`src/rtl/boot_rom_pipe.sv`:
```
// boot_rom_pipe: read-only boot image served through a fixed-latency pipeline.
// Requests are credit limited, responses return in order through a small
// FIFO with backpressure, and addresses outside the image return an error.
module boot_rom_pipe #(
  parameter int DATA_WIDTH                        = 64,
  parameter int ADDR_WIDTH                        = 64,
  parameter logic [ADDR_WIDTH-1:0] BASE_ADDR      = 'h1000,
  parameter int NUM_WORDS                         = 4,
  parameter logic [DATA_WIDTH-1:0] ROM_IMAGE [NUM_WORDS] = '{
    64'h00a2a02345056291,
    64'h0202859302fe4285,
    64'h00028067f1402573,
    64'h0000000000000000
  },
  parameter int LATENCY                           = 1,
  parameter int MAX_OUTSTANDING                   = 2
) (
  input  logic                                     clk_i,
  input  logic                                     rst_ni,
  input  logic                                     req_i,
  input  logic [ADDR_WIDTH-1:0]                    address_i,
  output logic                                     grant_o,
  output logic                                     rvalid_o,
  input  logic                                     rready_i,
  output logic [DATA_WIDTH-1:0]                    rdata_o,
  output logic                                     rerr_o,
  output logic [$clog2(MAX_OUTSTANDING+1)-1:0]     outstanding_o
);

  localparam int BYTES   = DATA_WIDTH / 8;
  localparam int BYTE_SH = $clog2(BYTES);
  localparam int CNT_W   = $clog2(MAX_OUTSTANDING + 1);
  localparam int PTR_W   = (MAX_OUTSTANDING > 1) ? $clog2(MAX_OUTSTANDING) : 1;

  localparam logic [CNT_W-1:0]      MAX_CNT     = CNT_W'(MAX_OUTSTANDING);
  localparam logic [PTR_W-1:0]      LAST_PTR    = PTR_W'(MAX_OUTSTANDING - 1);
  localparam logic [ADDR_WIDTH-1:0] NUM_WORDS_A = ADDR_WIDTH'(NUM_WORDS);
  localparam logic [ADDR_WIDTH-1:0] ALIGN_MASK  = ADDR_WIDTH'(BYTES - 1);

  // Request side
  logic                  accept;
  logic                  pop;
  logic [ADDR_WIDTH-1:0] offset;
  logic [ADDR_WIDTH-1:0] word_idx;
  logic                  in_range;
  logic [DATA_WIDTH-1:0] dec_data;
  logic                  dec_err;

  // Value arriving at the FIFO write port
  logic                  wr_valid;
  logic [DATA_WIDTH-1:0] wr_data;
  logic                  wr_err;

  // Outstanding credit counter
  logic [CNT_W-1:0] out_cnt_q, out_cnt_d;

  // Response FIFO
  logic [DATA_WIDTH-1:0] fifo_data_q [MAX_OUTSTANDING];
  logic [DATA_WIDTH-1:0] fifo_data_d [MAX_OUTSTANDING];
  logic [MAX_OUTSTANDING-1:0] fifo_err_q, fifo_err_d;
  logic [PTR_W-1:0]      wr_ptr_q, wr_ptr_d;
  logic [PTR_W-1:0]      rd_ptr_q, rd_ptr_d;
  logic [CNT_W-1:0]      fifo_cnt_q, fifo_cnt_d;
  logic [DATA_WIDTH-1:0] hold_data_q, hold_data_d;
  logic                  hold_err_q, hold_err_d;

  // Grant only while credits remain; the check uses the registered count so
  // rready_i never reaches grant_o combinationally.
  assign grant_o       = req_i && (out_cnt_q < MAX_CNT);
  assign accept        = req_i && grant_o;
  assign rvalid_o      = (fifo_cnt_q != '0);
  assign pop           = rvalid_o && rready_i;
  assign outstanding_o = out_cnt_q;
  assign rdata_o       = rvalid_o ? fifo_data_q[rd_ptr_q] : hold_data_q;
  assign rerr_o        = rvalid_o ? fifo_err_q[rd_ptr_q]  : hold_err_q;

  // Decode the request address into ROM data or an address error.
  always_comb begin
    offset   = address_i - BASE_ADDR;
    word_idx = offset >> BYTE_SH;
    in_range = (address_i >= BASE_ADDR) && (word_idx < NUM_WORDS_A);
    dec_data = '0;
    for (int k = 0; k < NUM_WORDS; k++) begin
      if (in_range && (word_idx == ADDR_WIDTH'(k))) begin
        dec_data = ROM_IMAGE[k];
      end
    end
    dec_err = !in_range;
  end

  // The final latency stage is the FIFO write itself, so LATENCY-1 register
  // stages sit between the decode and the FIFO.
  if (LATENCY == 1) begin : g_no_stage
    assign wr_valid = accept;
    assign wr_data  = dec_data;
    assign wr_err   = dec_err;
  end else begin : g_stages
    localparam int STAGES = LATENCY - 1;

    logic [STAGES-1:0]     stg_valid_q, stg_valid_d;
    logic [STAGES-1:0]     stg_err_q, stg_err_d;
    logic [DATA_WIDTH-1:0] stg_data_q [STAGES];
    logic [DATA_WIDTH-1:0] stg_data_d [STAGES];

    // Shift the decoded request one stage per cycle; the pipeline never stalls.
    always_comb begin
      stg_valid_d[0] = accept;
      stg_err_d[0]   = dec_err;
      stg_data_d[0]  = dec_data;
      for (int k = 1; k < STAGES; k++) begin
        stg_valid_d[k] = stg_valid_q[k-1];
        stg_err_d[k]   = stg_err_q[k-1];
        stg_data_d[k]  = stg_data_q[k-1];
      end
    end

    // Pipeline registers; only the valid bits matter after reset.
    always_ff @(posedge clk_i) begin
      if (!rst_ni) begin
        stg_valid_q <= '0;
        stg_err_q   <= '0;
        for (int k = 0; k < STAGES; k++) stg_data_q[k] <= '0;
      end else begin
        stg_valid_q <= stg_valid_d;
        stg_err_q   <= stg_err_d;
        for (int k = 0; k < STAGES; k++) stg_data_q[k] <= stg_data_d[k];
      end
    end

    assign wr_valid = stg_valid_q[STAGES-1];
    assign wr_data  = stg_data_q[STAGES-1];
    assign wr_err   = stg_err_q[STAGES-1];
  end

  // Credits: taken on accept, returned on pop, net zero when both happen.
  always_comb begin
    out_cnt_d = out_cnt_q;
    case ({accept, pop})
      2'b10:   out_cnt_d = out_cnt_q + 1'b1;
      2'b01:   out_cnt_d = out_cnt_q - 1'b1;
      default: out_cnt_d = out_cnt_q;
    endcase
  end

  // Response FIFO next state; the hold registers keep the last shown head.
  always_comb begin
    fifo_data_d = fifo_data_q;
    fifo_err_d  = fifo_err_q;
    wr_ptr_d    = wr_ptr_q;
    rd_ptr_d    = rd_ptr_q;
    fifo_cnt_d  = fifo_cnt_q;
    hold_data_d = rdata_o;
    hold_err_d  = rerr_o;
    if (wr_valid) begin
      fifo_data_d[wr_ptr_q] = wr_data;
      fifo_err_d[wr_ptr_q]  = wr_err;
      wr_ptr_d = (wr_ptr_q == LAST_PTR) ? '0 : wr_ptr_q + 1'b1;
    end
    if (pop) begin
      rd_ptr_d = (rd_ptr_q == LAST_PTR) ? '0 : rd_ptr_q + 1'b1;
    end
    case ({wr_valid, pop})
      2'b10:   fifo_cnt_d = fifo_cnt_q + 1'b1;
      2'b01:   fifo_cnt_d = fifo_cnt_q - 1'b1;
      default: fifo_cnt_d = fifo_cnt_q;
    endcase
  end

  // State registers for credits, FIFO and hold values.
  always_ff @(posedge clk_i) begin
    if (!rst_ni) begin
      out_cnt_q   <= '0;
      fifo_err_q  <= '0;
      wr_ptr_q    <= '0;
      rd_ptr_q    <= '0;
      fifo_cnt_q  <= '0;
      hold_data_q <= '0;
      hold_err_q  <= 1'b0;
      for (int k = 0; k < MAX_OUTSTANDING; k++) fifo_data_q[k] <= '0;
    end else begin
      out_cnt_q   <= out_cnt_d;
      fifo_err_q  <= fifo_err_d;
      wr_ptr_q    <= wr_ptr_d;
      rd_ptr_q    <= rd_ptr_d;
      fifo_cnt_q  <= fifo_cnt_d;
      hold_data_q <= hold_data_d;
      hold_err_q  <= hold_err_d;
      for (int k = 0; k < MAX_OUTSTANDING; k++) fifo_data_q[k] <= fifo_data_d[k];
    end
  end

`ifndef SYNTHESIS
  // Parameter sanity and credit/FIFO invariants.
  always_ff @(posedge clk_i) begin
    if (rst_ni) begin
      assert (LATENCY >= 1 && LATENCY <= 4);
      assert ((BASE_ADDR & ALIGN_MASK) == '0);
      assert (!(wr_valid && (fifo_cnt_q == MAX_CNT)));
      assert (!(pop && (fifo_cnt_q == '0)));
      assert (out_cnt_q <= MAX_CNT);
    end
  end
`endif

endmodule

```
`config.mk`:
```
export PLATFORM = sky130hd
export DESIGN_NAME = boot_rom_pipe
export DESIGN_NICKNAME = d
export VERILOG_FILES = /design/src/rtl/boot_rom_pipe.sv
export SDC_FILE = /design/constraint.sdc
export NUM_CORES = 1
export LEC_CHECK = 0
export CAP_MARGIN = 30
export CORE_MARGIN = 3
export CORE_UTILIZATION = 51
export CTS_BUF_LIST = sky130_fd_sc_hd__clkbuf_2 sky130_fd_sc_hd__clkbuf_4 sky130_fd_sc_hd__clkbuf_8
export DETAILED_ROUTE_END_ITERATION = 12
export PLACE_DENSITY = 0.88
export REMOVE_ABC_BUFFERS = 1
export SKIP_CTS_REPAIR_TIMING = 1
export SLEW_MARGIN = 20
export SYNTH_ARGS = -nofsm -noshare
export SYNTH_HDL_FRONTEND = slang
export SYNTH_SLANG_ARGS = --single-unit
```
`constraint.sdc`:
```
create_clock -name clk_i -period 6.5 [get_ports clk_i]
set_input_delay 1.95 -clock clk_i [delete_from_list [all_inputs] [get_ports clk_i]]
set_output_delay 1.95 -clock clk_i [all_outputs]
set_load 0.01 [all_outputs]
```
==> results of run 1 <==
final cells by class:
type / count / area (sq um)
Fill cell: 550 / 1790
Inverter: 6 / 22.5
Timing Repair Buffer: 135 / 1350
Tap cell: 99 / 124
Multi-Input combinational cell: 337 / 2200
Sequential cell: 87 / 1740
Clock inverter: 6 / 72.6
Clock buffer: 10 / 138
worst register-to-register path, stage by stage (launching register included):
cell and delay, ns:
dfxtp_1 0.35, nor2_4 0.68, inv_1 0.29, and2_1 0.28
ha_1 0.36, or3_1 0.40, a21oi_1 0.14
Yosys cell counts, drive strengths merged, types with 5 or more instances:
| library cell | instances | area share, % |
|---|---|---|
| nor2 | 26 | 2.4 |
| dfxtp | 87 | 43 |
| nand4b | 5 | 1.2 |
| or4 | 5 | 1.0 |
| clkbuf | 20 | 1.9 |
| mux2i | 9 | 2.2 |
| a21oi | 5 | 0.62 |
| nor4 | 18 | 3.5 |
| o21ai | 23 | 2.9 |
| nand2 | 26 | 2.4 |
| nand4 | 12 | 1.9 |
| xor2 | 8 | 1.7 |
| and2 | 68 | 11 |
| and3 | 23 | 3.6 |
| nand3 | 6 | 0.87 |
| or3 | 7 | 1.1 |
| a21o | 37 | 6.9 |
| o21a | 5 | 0.93 |
| or2 | 5 | 0.78 |
| inv | 6 | 0.56 |
logic make-up (layout without fill, tap and decap cells):
| kind of cell | Yosys count | count (layout) |
|---|---|---|
| simple gates | 221 | 221 |
| compound gates | 91 | 91 |
| flops | 87 | 87 |
| buf+inv | 26 | 157 |
| xor+xnor | 12 | 12 |
| mux | 9 | 9 |
| fa+ha+maj | 4 | 4 |
sequential cells by signal, indices dropped and copies added, names as in the netlist:
register,count
fifo_data_q,14
outstanding_o,2
wr_ptr_q,1
fifo_cnt_q,2
rd_ptr_q,1
hold_data_q,64
fifo_err_q,2
hold_err_q,1
final timing paths:
kind	start	end	cells after the start
setup / recovery	req_i	grant_o	4
hold / removal	fifo_data_q[102]	fifo_data_q[102]	2
setup reg to reg	fifo_cnt_q[1]	outstanding_o[1]	6
hold reg to reg	fifo_data_q[102]	fifo_data_q[102]	2
power by group through the flow:
stage	registers, mW	logic, mW	clock network [mW]
global placement	0.605	0.415	0
CTS	0.594	0.426	0.393
global route	0.599	0.472	0.415
detailed placement	0.606	0.424	0
finish	0.595	0.425	0.387
floorplan	0.600	0.219	0
layer usage:
metal  vias to the layer above  part of all wire, %
met5                         -                    0
met4                         0                  1.8
met3                        21                  6.2
met2                       137                   50
met1                      1735                   42
li1                       1872                    -
per-stage QoR:
stage | cell area, sq um | cells
floorplan | 3960 | 430
global placement | 5430 | 663
detailed placement | 5430 | 663
CTS | 5640 | 679
global route | 5660 | 680
finish | 5660 | 680
placed cells by master, fill, tap and decap left out, types with 5 or more instances in the layout:
| cell type | synthesis | layout |
|---|---|---|
| nand2_1 | 26 | 26 |
| o21ai_0 | 9 | 9 |
| a21oi_1 | 5 | 5 |
| mux2i_1 | 9 | 9 |
| o21a_1 | 5 | 5 |
| nor4_1 | 15 | 15 |
| nand3_1 | 5 | 5 |
| nor2_1 | 26 | 25 |
| clkbuf_8 | 0 | 10 |
| inv_1 | 6 | 6 |
| clkdlybuf4s50_1 | 0 | 132 |
| and3_1 | 23 | 23 |
| o21ai_1 | 14 | 14 |
| xor2_1 | 8 | 8 |
| and2_1 | 68 | 68 |
| or3_1 | 7 | 7 |
| a21o_1 | 37 | 37 |
| dfxtp_1 | 87 | 87 |
| nand4_1 | 12 | 12 |
==> qor.csv, run 1 <==
stage,metric,value,unit
pwr,NetSw,0.467,mW
layout,share of post-route cells with drive strength above 1,5.34,%
clock_tree,clock insertion delay at the later pin of the skew report,0.34,ns
sta,slew margin rel.,42.6,%
clock_tree,TritonCTS Buffers,9,
clock_tree,CTS tree,done,
floorplanning,FP Rows,31,
synth,Syn. warnings,0,
synth,Post-Synth XOR/XNOR Area,2.60,%
pwr,Gate power share,30.2,%
synth,Post-synth EDFFs,0,
placed_design,I/O Buffers,133,
pwr,leak pwr,2.43,nW
synth,share of flip-flops with an asynchronous set or reset,0,%
layout,nets,648,
critical_path,slowest CP cell,clkdlybuf4s50_1,
placed_design,Detailed Place HPWL,7550,microns
clock_tree,"Reg clk slew, reported paths",0.08,ns
synth,Syn Inst Count,450,
critical_path,crit path cell chain,"clkdlybuf4s50_1, nand2b_1, inv_1, clkdlybuf4s50_1",
floorplanning,Core ar.,0.00745,sq mm
detailed_routing,DR vias,3765,
sta,Max Clk Rate,191,MHz
critical_path,"most used cell, CP",clkdlybuf4s50_1,
critical_path,CP arrival,3.28,ns
synth,fraction of the mapped netlist area in compound gates,15.5,%
global_route,first-pass GRT wire length,16100,microns
sta,setup_tns,0,ns
pwr,maximum vdd drop,137,uV
synth,Post-Synth Simple-Gate Area,32.8,%
global_route,M1 GR Usage,26.9,%
detailed_routing,wire per inst,14.6,microns
pwr,post-layout total power,1.41,mW
synth,Adder-Cell Fraction of Synth Area,1.24,%
global_route,vias in the first global route,3659,
detailed_routing,Iter 0 DRT Violations,184,
floorplanning,Die Wd,95.0,microns
synth,number of register bits inferred by synthesis,87,
floorplanning,boundary pin count,137,
layout,"Core Util, Final",75.9,%
critical_path,CP Max Fanout,6,
synth,ys flop type,dfxtp_1,
pwr,Sw Share,33.2,%
sta,hold slack,0.449,ns
detailed_routing,drc violations,0,
clock_tree,worst-case clock buffer depth,2,
floorplanning,Die ar.,0.00902,sq mm
detailed_routing,post-route ant nets,0,
pwr,register share of total power,42.3,%
critical_path,crit-path max cell delay,0.58,ns
global_route,"Most Used Layer, Global Route",met2,
sta,final clock skew,0.0124,ns
sta,Setup-failing EPs final,0,
global_route,initial antenna violation count,0,
floorplanning,die height,95.0,microns
pwr,internal power,0.940,mW
placed_design,pre-CTS WS,1.12,ns
floorplanning,starting density of the core,54.2,%
synth,sequential fraction of the synthesis area,43.2,%
placed_design,routability congestion estimate from global placement,0.898,
global_route,total global routing overflow,0,
clock_tree,Clock Root Buffer,clkbuf_8,
clock_tree,H-Tree Depth,3,
synth,post-synthesis average cell area,8.97,sq um
global_route,met2 Use GR,38.1,%
detailed_routing,drt first pass iters,4,
layout,Layout area overhead,40.2,%
synth,main combinational cell family by area after synthesis,simple AND/OR/NAND/NOR gates,
clock_tree,Clock Sinks,87,
worst_hold_path,Hold WC Path Type,flip-flop to flip-flop,
sta,Slew @ Worst Pin,0.860,ns
sta,pins over their slew limit,0,
pwr,clock network power share,27.5,%
global_route,largest net degree at the start of global routing,76,
global_route,met3 Use GR,5.18,%
sta,RSZ-0062 raised after global routing,false,
pwr,Power Density,249,mW/mm^2
sta,Tmin final,5.23,ns
critical_path,kind of end point of the critical path,primary output,
sta,period utilisation layout,80.5,%
status,outcome,"complete, no violations",
critical_path,"delay-heaviest family, CP",buffers and inverters,
synth,Synth cell types,53,
detailed_routing,Total Routed Length,9950,microns
layout,diode count,0,
critical_path,startpoint types,input port,
detailed_routing,DR vias/cell,5.54,
critical_path,reg2reg setup slack,3.93,ns
synth,post-synthesis mux area share,2.23,%
sta,post-route setup slack,1.27,ns
sta,Fin. Hold Viols,0,
synth,Post-Syn Area,0.00404,sq mm
global_route,GRT Overall Usage,22.2,%
job,max cap viols,0,
critical_path,Crit Path Category,input port to primary output,
critical_path,critical path required time,4.55,ns
critical_path,Buf/Inv on CP,3,
No activity file was read; power rests on OpenSTA's default activity.
==> run 2, diff against run 1 <==
- CORE_UTILIZATION: 51 -> 47
- PLACE_DENSITY: 0.88 -> 0.82
- clock period: 6.5 -> 5.25 ns (I/O delays scaled with it)
==> run 2 against run 1 <==
Effect of this change: sequential share of layout area fell by 0.095 points; via count fell by 0.58%; final area rose by 0.31%; global-route usage fell by 1.7 points; worst hold slack got worse by 0.0012 ns; wire length rose by 0.27%; total power rose by 23%; sequential cell count did not move; die area rose by 8.0%; final cell count rose by 1.3%; critical path type is now input port to flip-flop; largest cell class unchanged; highest routed layer unchanged.
==> qor.csv, run 2 (same netlist as run 1, synthesis figures left out) <==
stage,metric,value,unit
status,outcome,"complete, no violations",
floorplanning,starting density of the core,48.9,%
detailed_routing,drt first pass iters,4,
clock_tree,Clock Sinks,87,
layout,max FFs per register,64,
clock_tree,clock insertion delay at the later pin of the skew report,0.35,ns
sta,hold slack,0.448,ns
floorplanning,Die ar.,0.00973,sq mm
sta,Tmin final,4.64,ns
global_route,largest net degree at the start of global routing,69,
detailed_routing,Total Routed Length,9980,microns
critical_path,CP arrival,4.92,ns
critical_path,startpoint types,input port,
pwr,leak pwr,2.43,nW
floorplanning,Die Wd,98.7,microns
worst_hold_path,Hold WC Path Type,flip-flop to flip-flop,
detailed_routing,post-route ant nets,0,
layout,Biggest register,hold_data_q,
sta,Max Clk Rate,216,MHz
layout,Layout area overhead,40.6,%
pwr,Sw Share,32.5,%
global_route,first-pass GRT wire length,16400,microns
critical_path,Crit Path Category,input port to flip-flop,
placed_design,routability congestion estimate from global placement,0.900,
sta,Fin. Hold Viols,0,
clock_tree,H-Tree Depth,3,
pwr,internal power,1.17,mW
job,max cap viols,0,
global_route,total global routing overflow,0,
layout,nets,651,
layout,post-route insts no fill,689,
layout,share of post-route cells with drive strength above 1,5.82,%
pwr,register share of total power,42.5,%
placed_design,DP Cell Count,673,
global_route,vias in the first global route,3624,
sta,period utilisation layout,88.4,%
clock_tree,Clock Root Buffer,clkbuf_8,
clock_tree,"Reg clk slew, reported paths",0.08,ns
layout,"commonest non-fill, non-tap cell in the layout",clkdlybuf4s50_1,
sta,slew margin rel.,48.8,%
detailed_routing,DR vias,3743,
floorplanning,FP Rows,33,
layout,"Design Area, Final",0.00567,sq mm
placed_design,I/O Buffers,133,
sta,RSZ-0062 raised after global routing,false,
critical_path,kind of end point of the critical path,flip-flop,
placed_design,Detailed Place HPWL,7620,microns
critical_path,CP Max Fanout,8,
sta,final clock skew,0.00586,ns
sta,pins over their slew limit,0,
floorplanning,boundary pin count,137,
pwr,clock network power share,26.3,%
floorplanning,die height,98.7,microns
pwr,NetSw,0.564,mW
global_route,GRT Overall Usage,20.6,%
detailed_routing,Iter 0 DRT Violations,139,
detailed_routing,DR vias/cell,5.43,
pwr,maximum vdd drop,251,uV
sta,Setup-failing EPs final,0,
clock_tree,TritonCTS Buffers,9,
layout,most frequent cells in the layout,"clkdlybuf4s50_1, dfxtp_1, and2_1",
clock_tree,worst-case clock buffer depth,2,
detailed_routing,wire per inst,14.5,microns
layout,top flop regs,"hold_data_q (64), fifo_data_q (14)",
pwr,Power Density,305,mW/mm^2
detailed_routing,drc violations,0,
sta,Slew @ Worst Pin,0.765,ns
placed_design,Post-DP Area,0.00548,sq mm
clock_tree,CTS tree,done,
floorplanning,Core ar.,0.00826,sq mm
global_route,initial antenna violation count,0,
critical_path,critical path required time,5.53,ns
pwr,Gate power share,31.2,%
layout,diode count,0,
run 2: cell type report:
cell class                 instances  area, sq um
timing repair buffer             138         1380
clock buffer                      11          139
clock inverter                     5         58.8
fill                             678         2580
multi-input combinational        337         2200
tap                              105          131
sequential                        87         1740
inverter                           6         22.5
run 2: metal layers:
metal	vias to the layer above	global-route usage [%]	wire length (microns)
met2	118	37.3	5170
met4	0	8.09	148
met5	-	0	0
li1	1887	-	-
met3	12	4.03	618
met1	1726	23.7	4040
run 2: final timing paths:
path                                       start          endpoint  slack [ns]  cells past startpoint
worst max-delay path               address_i[13]   fifo_data_q[38]        0.61                     12
worst min-delay path            fifo_data_q[121]  fifo_data_q[121]        0.45                      2
worst max register to register     fifo_cnt_q[0]     fifo_cnt_q[1]        2.94                      6
worst min register to register  fifo_data_q[121]  fifo_data_q[121]        0.45                      2
run 2: stage by stage:
step	setup TNS, ns	util [%]	worst slack [ns]	total power [mW]
after floorplan	-0.00526	-	-0.00131	1.01
after global placement	0	66.3	0.319	1.28
after detailed placement	0	66.3	0.256	1.30
after CTS	0	68.7	0.620	1.75
after global routing	0	68.7	0.277	1.83
final	0	68.7	0.610	1.73
run 2: power groups by stage:
stage | registers [mW] | clock network (mW) | logic, mW
after CTS | 0.738 | 0.469 | 0.545
after floorplan | 0.743 | 0 | 0.271
after detailed placement | 0.754 | 0 | 0.543
after global placement | 0.750 | 0 | 0.529
final | 0.737 | 0.455 | 0.541
after global routing | 0.743 | 0.492 | 0.591
run 2: worst max-delay path, cell delays in order:
cell and delay (ns):
clkdlybuf4s50_1 0.51, inv_1 0.15, ha_1 0.30, nor3b_1 0.28, nand3_1 0.26, buf_4 0.25
nor4_1 0.29, xor2_1 0.11, a211oi_1 0.25, nand4_1 0.23, or3_1 0.54, o21ai_1 0.19
==> run 3, diff against run 2 <==
- CORE_UTILIZATION: 47 -> 43
- PLACE_DENSITY: 0.82 -> 0.79
- clock period: 5.25 -> 4.2 ns (I/O delays scaled with it)
==> run 3 against run 2 <==
Effect of this change: final cell count is 5.4% higher; sequential share of layout area is 1.3 points lower; clock skew grew 0.0065 ns; critical endpoint is now fifo_data_q[113]; total power rose by 24%; utilization decreased by 2.4 points; sequential cell count did not move; via count increased by 3.9%; global-route usage shrank 0.79 points.
==> qor.csv, run 3 (same netlist as run 1, synthesis figures left out) <==
stage,metric,value,unit
status,outcome,"complete, no violations",
layout,max FFs per register,64,
detailed_routing,post-route ant nets,0,
sta,post-route setup slack,0.212,ns
sta,Slew @ Worst Pin,0.797,ns
detailed_routing,drt first pass iters,4,
detailed_routing,wire per inst,14.2,microns
sta,pins over their slew limit,0,
layout,"commonest non-fill, non-tap cell in the layout",clkdlybuf4s50_1,
floorplanning,Core ar.,0.00893,sq mm
pwr,maximum vdd drop,315,uV
clock_tree,H-Tree Depth,3,
layout,top flop regs,"hold_data_q (64), fifo_data_q (14)",
floorplanning,die height,103,microns
critical_path,CP arrival,4.27,ns
pwr,Sw Share,33.9,%
placed_design,routability congestion estimate from global placement,0.902,
global_route,total global routing overflow,0,
sta,slew margin rel.,46.7,%
critical_path,CP Max Fanout,7,
pwr,Gate power share,33.1,%
sta,setup_tns,0,ns
clock_tree,"Reg clk slew, reported paths",0.09,ns
sta,Fin. Hold Viols,0,
placed_design,I/O Buffers,133,
critical_path,critical path required time,4.48,ns
layout,"Design Area, Final",0.00592,sq mm
job,max cap viols,0,
clock_tree,Clock Root Buffer,clkbuf_8,
layout,Layout area overhead,46.7,%
detailed_routing,drc violations,0,
detailed_routing,DR vias,3890,
detailed_routing,met2 WL post-DR,4970,microns
pwr,NetSw,0.730,mW
global_route,vias in the first global route,3784,
detailed_routing,Iter 0 DRT Violations,174,
detailed_routing,DR top layer,met4,
floorplanning,Die ar.,0.0106,sq mm
detailed_routing,metal3 WL,789,microns
pwr,internal power,1.42,mW
global_route,largest net degree at the start of global routing,63,
clock_tree,worst-case clock buffer depth,2,
pwr,leak pwr,2.59,nW
global_route,GRT Overall Usage,19.8,%
sta,RSZ-0062 raised after global routing,false,
floorplanning,boundary pin count,137,
floorplanning,Die Wd,103,microns
global_route,first-pass GRT wire length,16900,microns
critical_path,kind of end point of the critical path,flip-flop,
layout,Biggest register,hold_data_q,
layout,share of post-route cells with drive strength above 1,11.2,%
detailed_routing,Total Routed Length,10300,microns
sta,Setup-failing EPs final,0,
layout,diode count,0,
sta,Tmin final,3.99,ns
critical_path,reg2reg setup slack,1.87,ns
placed_design,Post-DP Area,0.00573,sq mm
global_route,initial antenna violation count,0,
sta,period utilisation layout,95.0,%
floorplanning,starting density of the core,45.2,%
clock_tree,Clock Sinks,87,
detailed_routing,wl on met1,4410,microns
sta,Max Clk Rate,251,MHz
sta,final clock skew,0.0123,ns
critical_path,Crit Path Category,input port to flip-flop,
critical_path,startpoint types,input port,
layout,most frequent cells in the layout,"clkdlybuf4s50_1, dfxtp_1, and2_1",
floorplanning,FP Rows,34,
clock_tree,TritonCTS Buffers,9,
worst_hold_path,Hold WC Path Type,flip-flop to flip-flop,
pwr,Power Density,363,mW/mm^2
pwr,register share of total power,42.5,%
clock_tree,clock insertion delay at the later pin of the skew report,0.35,ns
pwr,clock network power share,24.4,%
placed_design,Detailed Place HPWL,8060,microns
layout,nets,685,
pwr,post-layout total power,2.15,mW
clock_tree,CTS tree,done,
placed_design,pre-CTS WS,-0.176,ns
detailed_routing,DR vias/cell,5.36,
-- run 3: cell types whose count changed in the layout (fill, tap and decap cells not counted) --
cell / previous run / this run
clkinv_4: 1 / 2
inv_6: 0 / 1
clkbuf_4: 2 / 0
buf_4: 4 / 38
or3_1: 7 / 6
bufinv_16: 1 / 0
inv_8: 0 / 1
or3_4: 0 / 1
-- run 3: area by class of cell --
class | count | area [sq um]
clock buffers | 9 | 124
clock inverters | 7 | 57.6
fillers | 757 | 3010
inverters | 6 | 22.5
multi-input cells | 337 | 2210
flip-flops and latches | 87 | 1740
well taps | 108 | 135
repair buffers | 172 | 1630
-- run 3: metrics by stage --
step	utilization, %	hold WS [ns]	instances
floorplan	-	0.425	430
global placement	64.2	0.432	710
detailed placement	64.2	0.438	710
CTS	66.2	0.450	726
global route	66.3	0.471	726
finish	66.3	0.448	726
-- run 3: power groups by stage --
| stage | Combinational [mW] | Clock, mW | Sequential [mW] |
|---|---|---|---|
| finish | 0.712 | 0.524 | 0.915 |
| global route | 0.782 | 0.572 | 0.921 |
| CTS | 0.719 | 0.541 | 0.916 |
| detailed placement | 0.717 | 0 | 0.934 |
| global placement | 0.698 | 0 | 0.931 |
| floorplan | 0.339 | 0 | 0.929 |
-- run 3: critical path, cell delays in order --
cell	delay, ns
clkdlybuf4s50_1	0.42
or3_1	0.43
nand4b_2	0.23
or2_1	0.30
o41a_1	0.39
nor4_1	0.33
nand4_1	0.23
or4_4	0.52
o21ai_1	0.15
-- run 3: worst paths after layout --
path                                 startpoint               end  cells after the start
worst min register to register  fifo_data_q[22]   fifo_data_q[22]                      2
worst min-delay path            fifo_data_q[22]   fifo_data_q[22]                      2
worst max-delay path              address_i[28]  fifo_data_q[113]                      9
worst max register to register    fifo_cnt_q[0]     fifo_cnt_q[1]                      7
-- run 3: per-layer routing --
metal / track usage, % / up-vias
li1: - / 1948
met1: 22.9 / 1783
met2: 35.4 / 144
met3: 6.36 / 15
met4: 4.88 / 0
met5: 0 / -
==> RTL edit, RTL diff (settings of run 2) <==
Change the parameter `MAX_OUTSTANDING` from 2 to 4.
--- a/src/rtl/boot_rom_pipe.sv
+++ b/src/rtl/boot_rom_pipe.sv
@@ -14,5 +14,5 @@
   },
   parameter int LATENCY                           = 1,
-  parameter int MAX_OUTSTANDING                   = 2
+  parameter int MAX_OUTSTANDING                   = 4
 ) (
   input  logic                                     clk_i,
Ports: changed (resized outstanding_o); port bits go from 137 to 138. The function was not compared with the original's and may differ.
==> RTL edit against run 2 <==
  * Wire length grew 32%
  * Power grew 9.4%
  * Die area grew 30%
  * Sequential power grew 20%
  * Area after synthesis grew 32%
  * Non-clock buffer count grew 9
  * Design area grew 23%
  * Synthesized cell count grew 32%
  * Sequential share of layout area is essentially flat
  * Critical path depth shrank 3
  * Sequential cell count grew 20
  * Setup slack lost 0.051 ns
  * Fmax shrank 1.1%
  * Highest routed layer unchanged
==> RTL edit: results (changes against run 2) <==
[detailed_routing]
drtIter0Drc = 376  ; +170%
dr.pass1.iters = 6  ; +2
vias_per_cell = 5.580  ; +2.7%

[global_route]
grtUsageMet1_pct = 24.67  ; +1.0 points
grtUsageMet3_pct = 3.666  ; -0.37 points
grt_usage_pct = 20.82  ; +0.25 points
grt_pass1_wl_um = 21920  ; +33%

[timing]
slew_headroom_pct = 51.09  ; +2.3 points
hold_slack_ns = 0.4586  ; +0.01051 ns
fin_crit_ns = 4.691  ; +0.05082 ns

[place]
placedCellCount = 846  ; +26%
pre_cts_ws_ns = 0.1786  ; -0.07760 ns
routabilityCongestion = 0.8832  ; -1.9%
dpl-instance-area_um2 = 6799  ; +24%
io_buffers = 134  ; +0.75%

[power]
p_leak_nw = 2.933  ; +21%
swShare_pct = 33.39  ; +0.88 points
p_clk_share_pct = 24.9  ; -1.4 points
p_seq_uw = 887  ; +20%
vdd_drop_max_mv = 0.2722  ; +8.4%

[yosys]
synthCells = 593  ; +32%
synth_commonest_cells = dfxtp_1, and2_1, nand2_1
synthTopCellsByArea = dfxtp_1, and2_1, a21o_1
synth-seq-area-share_pct = 40.24  ; -2.9 points

[outcome]
status = complete, no violations

[setup_path]
crit_fanout = 28  ; +20
timing.critical_path.from = address_i[31]
rrSetupSlack_ns = 2.88  ; -0.06 ns
critPathArrivalTime_ns = 4.97  ; +0.05 ns
r2r-end = fifo_cnt_q[2]

[cells_and_area]
drive_gt1_share_pct = 10.11  ; +4.3 points
largestRegisters = hold_data_q: 64 flops, fifo_data_q: 28 flops, fifo_err_q: 4 flops
fin_nets = 796  ; +22%

[worst_hold_path]
holdCritStartpoint = fifo_data_q[247]

RTL edit: cell types whose count changed in the layout (fill, tap and decap cells not counted), sizes merged, moves of 6 or more:
cell   delta
dfxtp    +20
nand3    +29
mux4      +8
nor2     -11
nor2b     +9
mux2i     -6
nor3     +13
and2     +17
inv       +7
buf       +8
nand2    +16
o21ai    +16
RTL edit: kinds of logic (layout without fill, tap and decap cells):
group | Yosys count | after routing | share of synthesized area, %
XOR/XNOR | 13 | 13 | 2.139
buffers and inverters | 48 | 177 | 3.808
adder cells (fa/ha/maj) | 11 | 11 | 2.868
AO/OA/AOI/OAI | 113 | 113 | 15.54
flip-flops | 107 | 107 | 40.24
multiplexers | 13 | 13 | 4.372
AND/OR/NAND/NOR | 288 | 288 | 31.03
RTL edit: per-layer routing:
metal  vias up  share of wire (%)
li1       2357                  -
met1      2235                 41
met2       192                 50
met3        26                6.5
met4         0                2.7
met5         -                  0
RTL edit: worst max-delay path by stage:
stage / end / cells after the start
floorplan: rdata_o[17] / 4
global placement: fifo_data_q[82] / 9
detailed placement: fifo_data_q[86] / 9
CTS: fifo_data_q[86] / 9
global route: fifo_data_q[249] / 9
finish: fifo_data_q[86] / 9
RTL edit: worst max-delay path, cell delays in order:
cell and delay, ns:
clkdlybuf4s50_1 0.49, or4_1 0.61, or4_4 0.44, or4_4 0.55
or3_1 0.40, a211oi_2 0.33, nand4_4 0.14, buf_12 0.21
o21ai_0 0.20
RTL edit: layout make-up:
class / count / area share, %
clock buffers: 15 / 2.596
clock inverters: 1 / 0.1074
inverters: 14 / 0.7520
multi-input cells: 438 / 42.69
flip-flops and latches: 107 / 30.65
well taps: 140 / 2.507
repair buffers: 147 / 20.70
